[config.mk]
export PLATFORM = sky130hd
export DESIGN_NAME = axi_dma_ltc2324_16
export DESIGN_NICKNAME = d
export VERILOG_FILES = /design/src/rtl/axi_dma_ltc2324_16.sv
export SDC_FILE = /design/constraint.sdc
export NUM_CORES = 1
export LEC_CHECK = 0
export ABC_AREA = 1
export BUFFER_PORTS_ARGS = -buffer_cell sky130_fd_sc_hd__buf_2
export CORE_ASPECT_RATIO = 1.1
export CORE_MARGIN = 2
export CORE_UTILIZATION = 30
export CTS_BUF_LIST = sky130_fd_sc_hd__clkbuf_16
export CTS_CLUSTER_SIZE = 24
export DETAILED_ROUTE_END_ITERATION = 8
export PLACE_DENSITY_LB_ADDON = 0.2
export SKIP_LAST_GASP = 1
export SLEW_MARGIN = 20
export SYNTH_ARGS = -nofsm -noshare
export SYNTH_HDL_FRONTEND = slang
export SYNTH_SLANG_ARGS = --single-unit
[constraint.sdc]
create_clock -name adc_clk -period 3.4 [get_ports adc_clk]
set_input_delay 0.85 -clock adc_clk [delete_from_list [all_inputs] [get_ports adc_clk]]
set_output_delay 0.85 -clock adc_clk [all_outputs]
set_load 0.005 [all_outputs]
[src/rtl/axi_dma_ltc2324_16.sv]
`default_nettype none
// ============================================================================
// Module   : axi_dma_ltc2324_16
// Purpose  : LTC2324-16 (4 x 16-bit serial ADC) front end. Generates CNV and
//            SCK, shifts in the four SDO lanes MSB first and packs every
//            conversion into one 64-bit AXI4-Stream beat for a DMA S2MM port.
//            An acquisition of sample_len conversions starts on a level
//            request (sample_start) and is acknowledged with a st_clr pulse.
// Ports    : adc_clk/adc_rst   - clock, synchronous active-high reset
//            adc_CNV/adc_SCK   - ADC convert strobe and serial clock (clk/2)
//            adc_SDO1..4       - serial data lanes, channel 1..4
//            adc_CLKOUT        - ADC echo clock, not used
//            sample_len        - conversions per acquisition (latched)
//            sample_start      - start request; st_clr - request accepted
//            DMA_AXIS_*        - 64-bit stream {ch4,ch3,ch2,ch1}
//            busy              - acquisition in progress
//            overflow          - sticky, a beat was dropped
// Revision : 1.0 - initial release
// ============================================================================
module axi_dma_ltc2324_16 #(
    parameter logic TEST_MODE    = 1'b0,
    parameter int   CNV_CYCLES   = 2,
    parameter int   CONV_WAIT    = 20,
    parameter int   FRAME_CYCLES = 55
) (
    input  logic        adc_clk,
    input  logic        adc_rst,
    output logic        adc_CNV,
    output logic        adc_SCK,
    input  logic        adc_CLKOUT,
    input  logic        adc_SDO1,
    input  logic        adc_SDO2,
    input  logic        adc_SDO3,
    input  logic        adc_SDO4,
    input  logic [31:0] sample_len,
    input  logic        sample_start,
    output logic        st_clr,
    output logic [63:0] DMA_AXIS_tdata,
    output logic [7:0]  DMA_AXIS_tkeep,
    output logic        DMA_AXIS_tvalid,
    output logic        DMA_AXIS_tlast,
    input  logic        DMA_AXIS_tready,
    output logic        busy,
    output logic        overflow
);

    localparam int c_cw = $clog2(FRAME_CYCLES + 1);
    localparam logic [c_cw-1:0] c_cnt_last = c_cw'(FRAME_CYCLES - 1);
    localparam logic [c_cw-1:0] c_cnv_end  = c_cw'(CNV_CYCLES);
    localparam logic [c_cw-1:0] c_win_lo   = c_cw'(CNV_CYCLES + CONV_WAIT);
    localparam logic [c_cw-1:0] c_win_hi   = c_cw'(CNV_CYCLES + CONV_WAIT + 32);

    localparam logic [1:0] c_st_idle  = 2'd0;
    localparam logic [1:0] c_st_run   = 2'd1;
    localparam logic [1:0] c_st_drain = 2'd2;

    logic [1:0]      r_state;
    logic [1:0]      w_state_next;
    logic [c_cw-1:0] r_cnt;
    logic [c_cw-1:0] w_cnt_next;
    logic [31:0]     r_remaining;
    logic [13:0]     r_conv_idx;
    logic            r_cnv;
    logic            r_sck;
    logic            r_st_clr;
    logic            w_cnv_d;
    logic            w_sck_d;
    logic            w_accept;
    logic            w_frame_end;
    logic            w_final;
    logic            w_shift;
    logic            w_fire;
    logic            w_drain_done;
    logic [3:0]      w_sdo;
    logic [15:0]     r_sh [4];
    logic [15:0]     w_lane_word [4];
    logic [63:0]     w_word;

    // Output register and one-deep skid buffer
    logic            r_valid;
    logic [63:0]     r_data;
    logic            r_last;
    logic            r_sk_valid;
    logic [63:0]     r_sk_data;
    logic            r_sk_last;
    logic            r_overflow;

    logic            w_unused;
    assign w_unused = adc_CLKOUT;

    // The guard on r_st_clr gives the host one cycle to drop a level request
    // before a zero-length acquisition could be accepted a second time.
    assign w_accept     = (r_state == c_st_idle) && sample_start && !r_st_clr;
    assign w_frame_end  = (r_state == c_st_run) && (r_cnt == c_cnt_last);
    assign w_final      = w_frame_end && (r_remaining == 32'd1);
    assign w_fire       = r_valid && DMA_AXIS_tready;
    assign w_drain_done = !r_sk_valid && (!r_valid || DMA_AXIS_tready);

    // ------------------------------------------------------------------
    // FSM: state register
    // ------------------------------------------------------------------
    always_ff @(posedge adc_clk) begin
        if (adc_rst) begin
            r_state <= c_st_idle;
            r_cnt   <= '0;
        end else begin
            r_state <= w_state_next;
            r_cnt   <= w_cnt_next;
        end
    end

    // ------------------------------------------------------------------
    // FSM: next state
    // ------------------------------------------------------------------
    always_comb begin
        w_state_next = r_state;
        w_cnt_next   = r_cnt;
        case (r_state)
            c_st_idle: begin
                w_cnt_next = '0;
                if (w_accept && (sample_len != 32'd0)) begin
                    w_state_next = c_st_run;
                end
            end
            c_st_run: begin
                if (w_frame_end) begin
                    w_cnt_next = '0;
                    if (w_final) begin
                        w_state_next = c_st_drain;
                    end
                end else begin
                    w_cnt_next = r_cnt + c_cw'(1);
                end
            end
            c_st_drain: begin
                w_cnt_next = '0;
                if (w_drain_done) begin
                    w_state_next = c_st_idle;
                end
            end
            default: begin
                w_state_next = c_st_idle;
                w_cnt_next   = '0;
            end
        endcase
    end

    // ------------------------------------------------------------------
    // FSM: outputs. CNV/SCK are decoded from the next counter value and
    // then registered, so the pins are glitch-free and line up with the
    // counter value of the cycle in which they are visible.
    // ------------------------------------------------------------------
    always_comb begin
        w_cnv_d = 1'b0;
        w_sck_d = 1'b0;
        busy    = (r_state != c_st_idle);
        if (w_state_next == c_st_run) begin
            w_cnv_d = (w_cnt_next < c_cnv_end);
            // Odd offsets within the shift window: offset parity is the
            // counter LSB compared with the window start LSB.
            w_sck_d = (w_cnt_next >= c_win_lo) && (w_cnt_next < c_win_hi) &&
                      (w_cnt_next[0] ^ c_win_lo[0]);
        end
    end

    always_ff @(posedge adc_clk) begin
        if (adc_rst) begin
            r_cnv    <= 1'b0;
            r_sck    <= 1'b0;
            r_st_clr <= 1'b0;
        end else begin
            r_cnv    <= w_cnv_d;
            r_sck    <= w_sck_d;
            r_st_clr <= w_accept;
        end
    end

    // Sample on the edge where SCK is driven from high to low.
    assign w_shift = r_sck && !w_sck_d;
    assign w_sdo   = {adc_SDO4, adc_SDO3, adc_SDO2, adc_SDO1};

    for (genvar gi = 0; gi < 4; gi++) begin : g_lane
        always_ff @(posedge adc_clk) begin
            if (adc_rst) begin
                r_sh[gi] <= '0;
            end else if (w_shift) begin
                r_sh[gi] <= {r_sh[gi][14:0], w_sdo[gi]};
            end
        end
        assign w_lane_word[gi] = TEST_MODE ? {r_conv_idx, 2'(gi)} : r_sh[gi];
    end

    assign w_word = {w_lane_word[3], w_lane_word[2], w_lane_word[1], w_lane_word[0]};

    // ------------------------------------------------------------------
    // Acquisition bookkeeping
    // ------------------------------------------------------------------
    always_ff @(posedge adc_clk) begin
        if (adc_rst) begin
            r_remaining <= '0;
            r_conv_idx  <= '0;
        end else if (w_accept) begin
            r_remaining <= sample_len;
            r_conv_idx  <= '0;
        end else if (w_frame_end) begin
            r_remaining <= r_remaining - 32'd1;
            r_conv_idx  <= r_conv_idx + 14'd1;
        end
    end

    // ------------------------------------------------------------------
    // Output register + skid. A word arriving with both stages full and no
    // handshake is dropped; if it was the final word the held skid beat
    // inherits tlast so the packet is always terminated.
    // ------------------------------------------------------------------
    always_ff @(posedge adc_clk) begin
        if (adc_rst) begin
            r_valid    <= 1'b0;
            r_data     <= '0;
            r_last     <= 1'b0;
            r_sk_valid <= 1'b0;
            r_sk_data  <= '0;
            r_sk_last  <= 1'b0;
            r_overflow <= 1'b0;
        end else begin
            if (w_accept) begin
                r_overflow <= 1'b0;
            end
            if (w_fire) begin
                if (r_sk_valid) begin
                    r_data     <= r_sk_data;
                    r_last     <= r_sk_last;
                    r_sk_valid <= w_frame_end;
                    if (w_frame_end) begin
                        r_sk_data <= w_word;
                        r_sk_last <= w_final;
                    end
                end else if (w_frame_end) begin
                    r_data <= w_word;
                    r_last <= w_final;
                end else begin
                    r_valid <= 1'b0;
                    r_last  <= 1'b0;
                end
            end else if (!r_valid) begin
                if (w_frame_end) begin
                    r_valid <= 1'b1;
                    r_data  <= w_word;
                    r_last  <= w_final;
                end
            end else if (!r_sk_valid) begin
                if (w_frame_end) begin
                    r_sk_valid <= 1'b1;
                    r_sk_data  <= w_word;
                    r_sk_last  <= w_final;
                end
            end else if (w_frame_end) begin
                r_overflow <= 1'b1;
                if (w_final) begin
                    r_sk_last <= 1'b1;
                end
            end
        end
    end

    assign adc_CNV         = r_cnv;
    assign adc_SCK         = r_sck;
    assign st_clr          = r_st_clr;
    assign DMA_AXIS_tdata  = r_data;
    assign DMA_AXIS_tkeep  = 8'hFF;
    assign DMA_AXIS_tvalid = r_valid;
    assign DMA_AXIS_tlast  = r_last;
    assign overflow        = r_overflow;

endmodule
`default_nettype wire

==> results by group <==
CTS
  – Worst-path clk slew: ~0.060 ns
  – H-tree depth: 1
  – CTS tree: built
  – # resized after CTS: 0
  – Clock sink count: 240
  – Clk buf depth: 3
  – Clock Tree Root: clkbuf_16
  – TritonCTS Buffers: 28
  – # hold bufs at CTS: 0
  – Post-CTS Setup Repair Bufs: 0
  – Worst-Skew Late Latency: 0.54 ns

Placed design
  – # port buffers: 110
  – Placed Area: roughly 11,000 um2
  – GPL Wtd Cong: between 0.8 and 0.9
  – Detailed Place HPWL: 15.2 mm

Timing
  – Layout Skew: about 0.012 ns
  – Final-report hold violation count: 0
  – Max_slew headroom: 59.8%
  – Final Cycle Share: 76.4%
  – Fmax: 385 MHz
  – Setup TNS: 0 ns
  – Hold WS: 0.450 ns
  – RSZ-0062 raised after global routing: false
  – Crit path time final: 2.60 ns
  – Slew Limit Fails: 0
  – Worst-Margin Slew: 0.602 ns
  – Final setup vio count: 0

Synthesis
  – #FFs+latches synth: 240
  – Library cells used by synthesis: 37
  – Leading area contributor after synthesis: dfxtp_1
  – Mapped Avg Cell Area: 7.88 um2
  – Post-Syn Area: 10,500 um2
  – Yosys top cell area share: about 34%
  – Synth Warn #: 0
  – Register area share after synthesis: 51.8%
  – Gate Count Post-Synth: 1,333
  – Async set or reset register ratio after synthesis: 0%
  – Commonest cells post-synth: o21ai_0, inv_1, nand2_1
  – Post-synth EDFFs: 64
  – Synth top area cells: dfxtp_1, edfxtp_1, o21ai_0
  – Most numerous cell in the Yosys netlist: o21ai_0
  – Top FF cell, synth: dfxtp_1

Floorplanning
  – Chip width: 182 um
  – # IOs: 120
  – Row Count: 71
  – Core Area: 34,400 um2
  – Height of the die: about 200 um
  – Initial Util: 30.6%
  – Overall die area: 36,500 um2

Pwr
  – Static leakage: just over 5 nW
  – VDD IR max: 0.000269 V
  – Power Dens Cells: 527 nW/um2

Critical path
  – Kind of critical path: flop to flop
  – Worst path most repeated cell: nand2_1
  – CP Capture Type: flop
  – CP startpoint kind: flop
  – Worst-path fanout max: 33
  – Arrival time at the worst endpoint: about 2.9 ns
  – CP Data Required Time: ~3.7 ns
  – Critical-path top delay cell: dfxtp_1
  – CP Launch Point: r_cnt[0]
  – Worst Path Buf+Inv: 4
  – Worst path cell trace: inv_1 > ha_1 > inv_1 > nor2_1 > nand3_4 > buf_4 > nand3_1 > nand2_1 > nand2_1 > nand2_1 > nand2_1 > nand2_2 > nand3_4 > buf_12 > nor2_1
  – Delay of the slowest cell on the worst path: about 0.36 ns
  – Reg-to-Reg Start: r_cnt[0]
  – Crit path max-delay family: simple AND/OR/NAND/NOR gates

Routing
  – DR vias/cell: approximately 4.6
  – WL/cell: 13.4 um
  – Iteration-0 DRC Markers: 450
  – Final ANT Viol Nets: 0
  – DRC Markers: 0
  – First-pass detailed-route iteration total: 5
  – Drt total wl: around 25 mm
  – DR vias: around 8.5k

Cells and area
  – Design Area, Final: about 12,000 um2
  – Fraction of layout cells with a size suffix above 1: 13.6%
  – Fill cell count: 3,628
  – Final Util: 35.9%
  – Final net count: about 1.5k
  – Layout area overhead: 17.5%
  – # diodes: 0

Min path
  – Hold crit path type: flop to flop
  – Hold path start: r_sk_data[22]

Global routing
  – Vias in the first global route: 8,205
  – Gr usage total: 13.8%
  – Largest net degree at the start of global routing: 129
  – Initial antenna violation count: 1
  – First-pass GRT wire length: ~42 mm
  – GRT Residual Overflow: 0

Flow run
  – Max_cap viols: 0

Run status
  – Status: finished, final reports clean
[final timing paths]
kind	endpoint	slack [ns]	cells past startpoint
setup / recovery	r_sh[1][1]	0.80	15
hold / removal	r_sk_data[22]	0.45	2
setup reg to reg	r_sh[1][1]	0.80	15
hold reg to reg	r_sk_data[22]	0.45	2
[tightest hold or removal path: stages, from the launching register on]
cell,delay (ns)
dfxtp_1,0.29
inv_1,0.06
a21oi_1,0.05
[stage by stage]
step	cells	worst slack, ns	power [mW]
CTS	1868	0.746	6.63
global route	1868	0.517	6.80
finish	1868	0.804	6.50
detailed placement	1816	0.767	3.54
floorplan	1340	0.185	3.40
global placement	1816	0.780	3.54
[report_power, final]
group	leakage, nW	switching, mW	internal [mW]	total (mW)
sequential	2.08	0.0465	2.99	3.03
combinational	2.47	0.300	0.145	0.445
clock	0.491	1.19	1.83	3.03
total	5.04	1.54	4.96	6.50
[sequential cells by signal (all words and copies together) (netlist names), 2 cells and up]
name and flops:
r_remaining 32, DMA_AXIS_tdata 64, r_sh 64, r_cnt 6
r_sk_data 64, r_state 2
[cell usage in the layout (no fill, tap or decap), types with 5 or more instances in the layout]
cell	netlist	final
nor3_1	7	7
a31oi_1	11	11
a21oi_1	157	156
inv_2	5	5
nand4_1	10	10
inv_1	195	204
conb_1	1	8
nor2_1	131	130
buf_2	9	110
clkinv_1	0	5
xor2_1	12	12
nor4_1	5	5
clkbuf_16	0	29
o211ai_1	5	5
dfxtp_1	176	176
buf_4	9	5
ha_1	5	5
buf_12	0	6
nor2_2	20	20
o21ai_0	212	212
edfxtp_1	64	64
nand3_1	26	26
nand2_1	180	179
[layer usage]
layer,vias to the layer above,wire (um),track usage (%)
met5,-,16,0
met4,2,405,3.43
met3,33,1130,2.64
met2,134,11500,23.4
met1,3869,12000,18.1
li1,4482,-,-
[area by class of cell]
type | instances | area, um2 | share of cell area, %
sequential | 240 | 5450 | 44.1
multi-input combinational | 817 | 3970 | 32.1
inverter | 200 | 753 | 6.10
clock buffer | 29 | 726 | 5.88
timing repair buffer | 121 | 708 | 5.74
tap | 438 | 548 | 4.44
clock inverter | 23 | 200 | 1.62
[logic make-up after synthesis]
family / after synthesis / share of synthesized area, %
buffers and inverters: 283 / 10.9
AOI/OAI and AO/OA: 398 / 19.5
adders and majority gates: 5 / 0.596
xor gates and xnor gates: 16 / 1.33
DFF: 240 / 51.8
other: 1 / 0.0357
and+or+nand+nor: 390 / 15.8
Note: power is estimated with default switching activity, not from simulation.
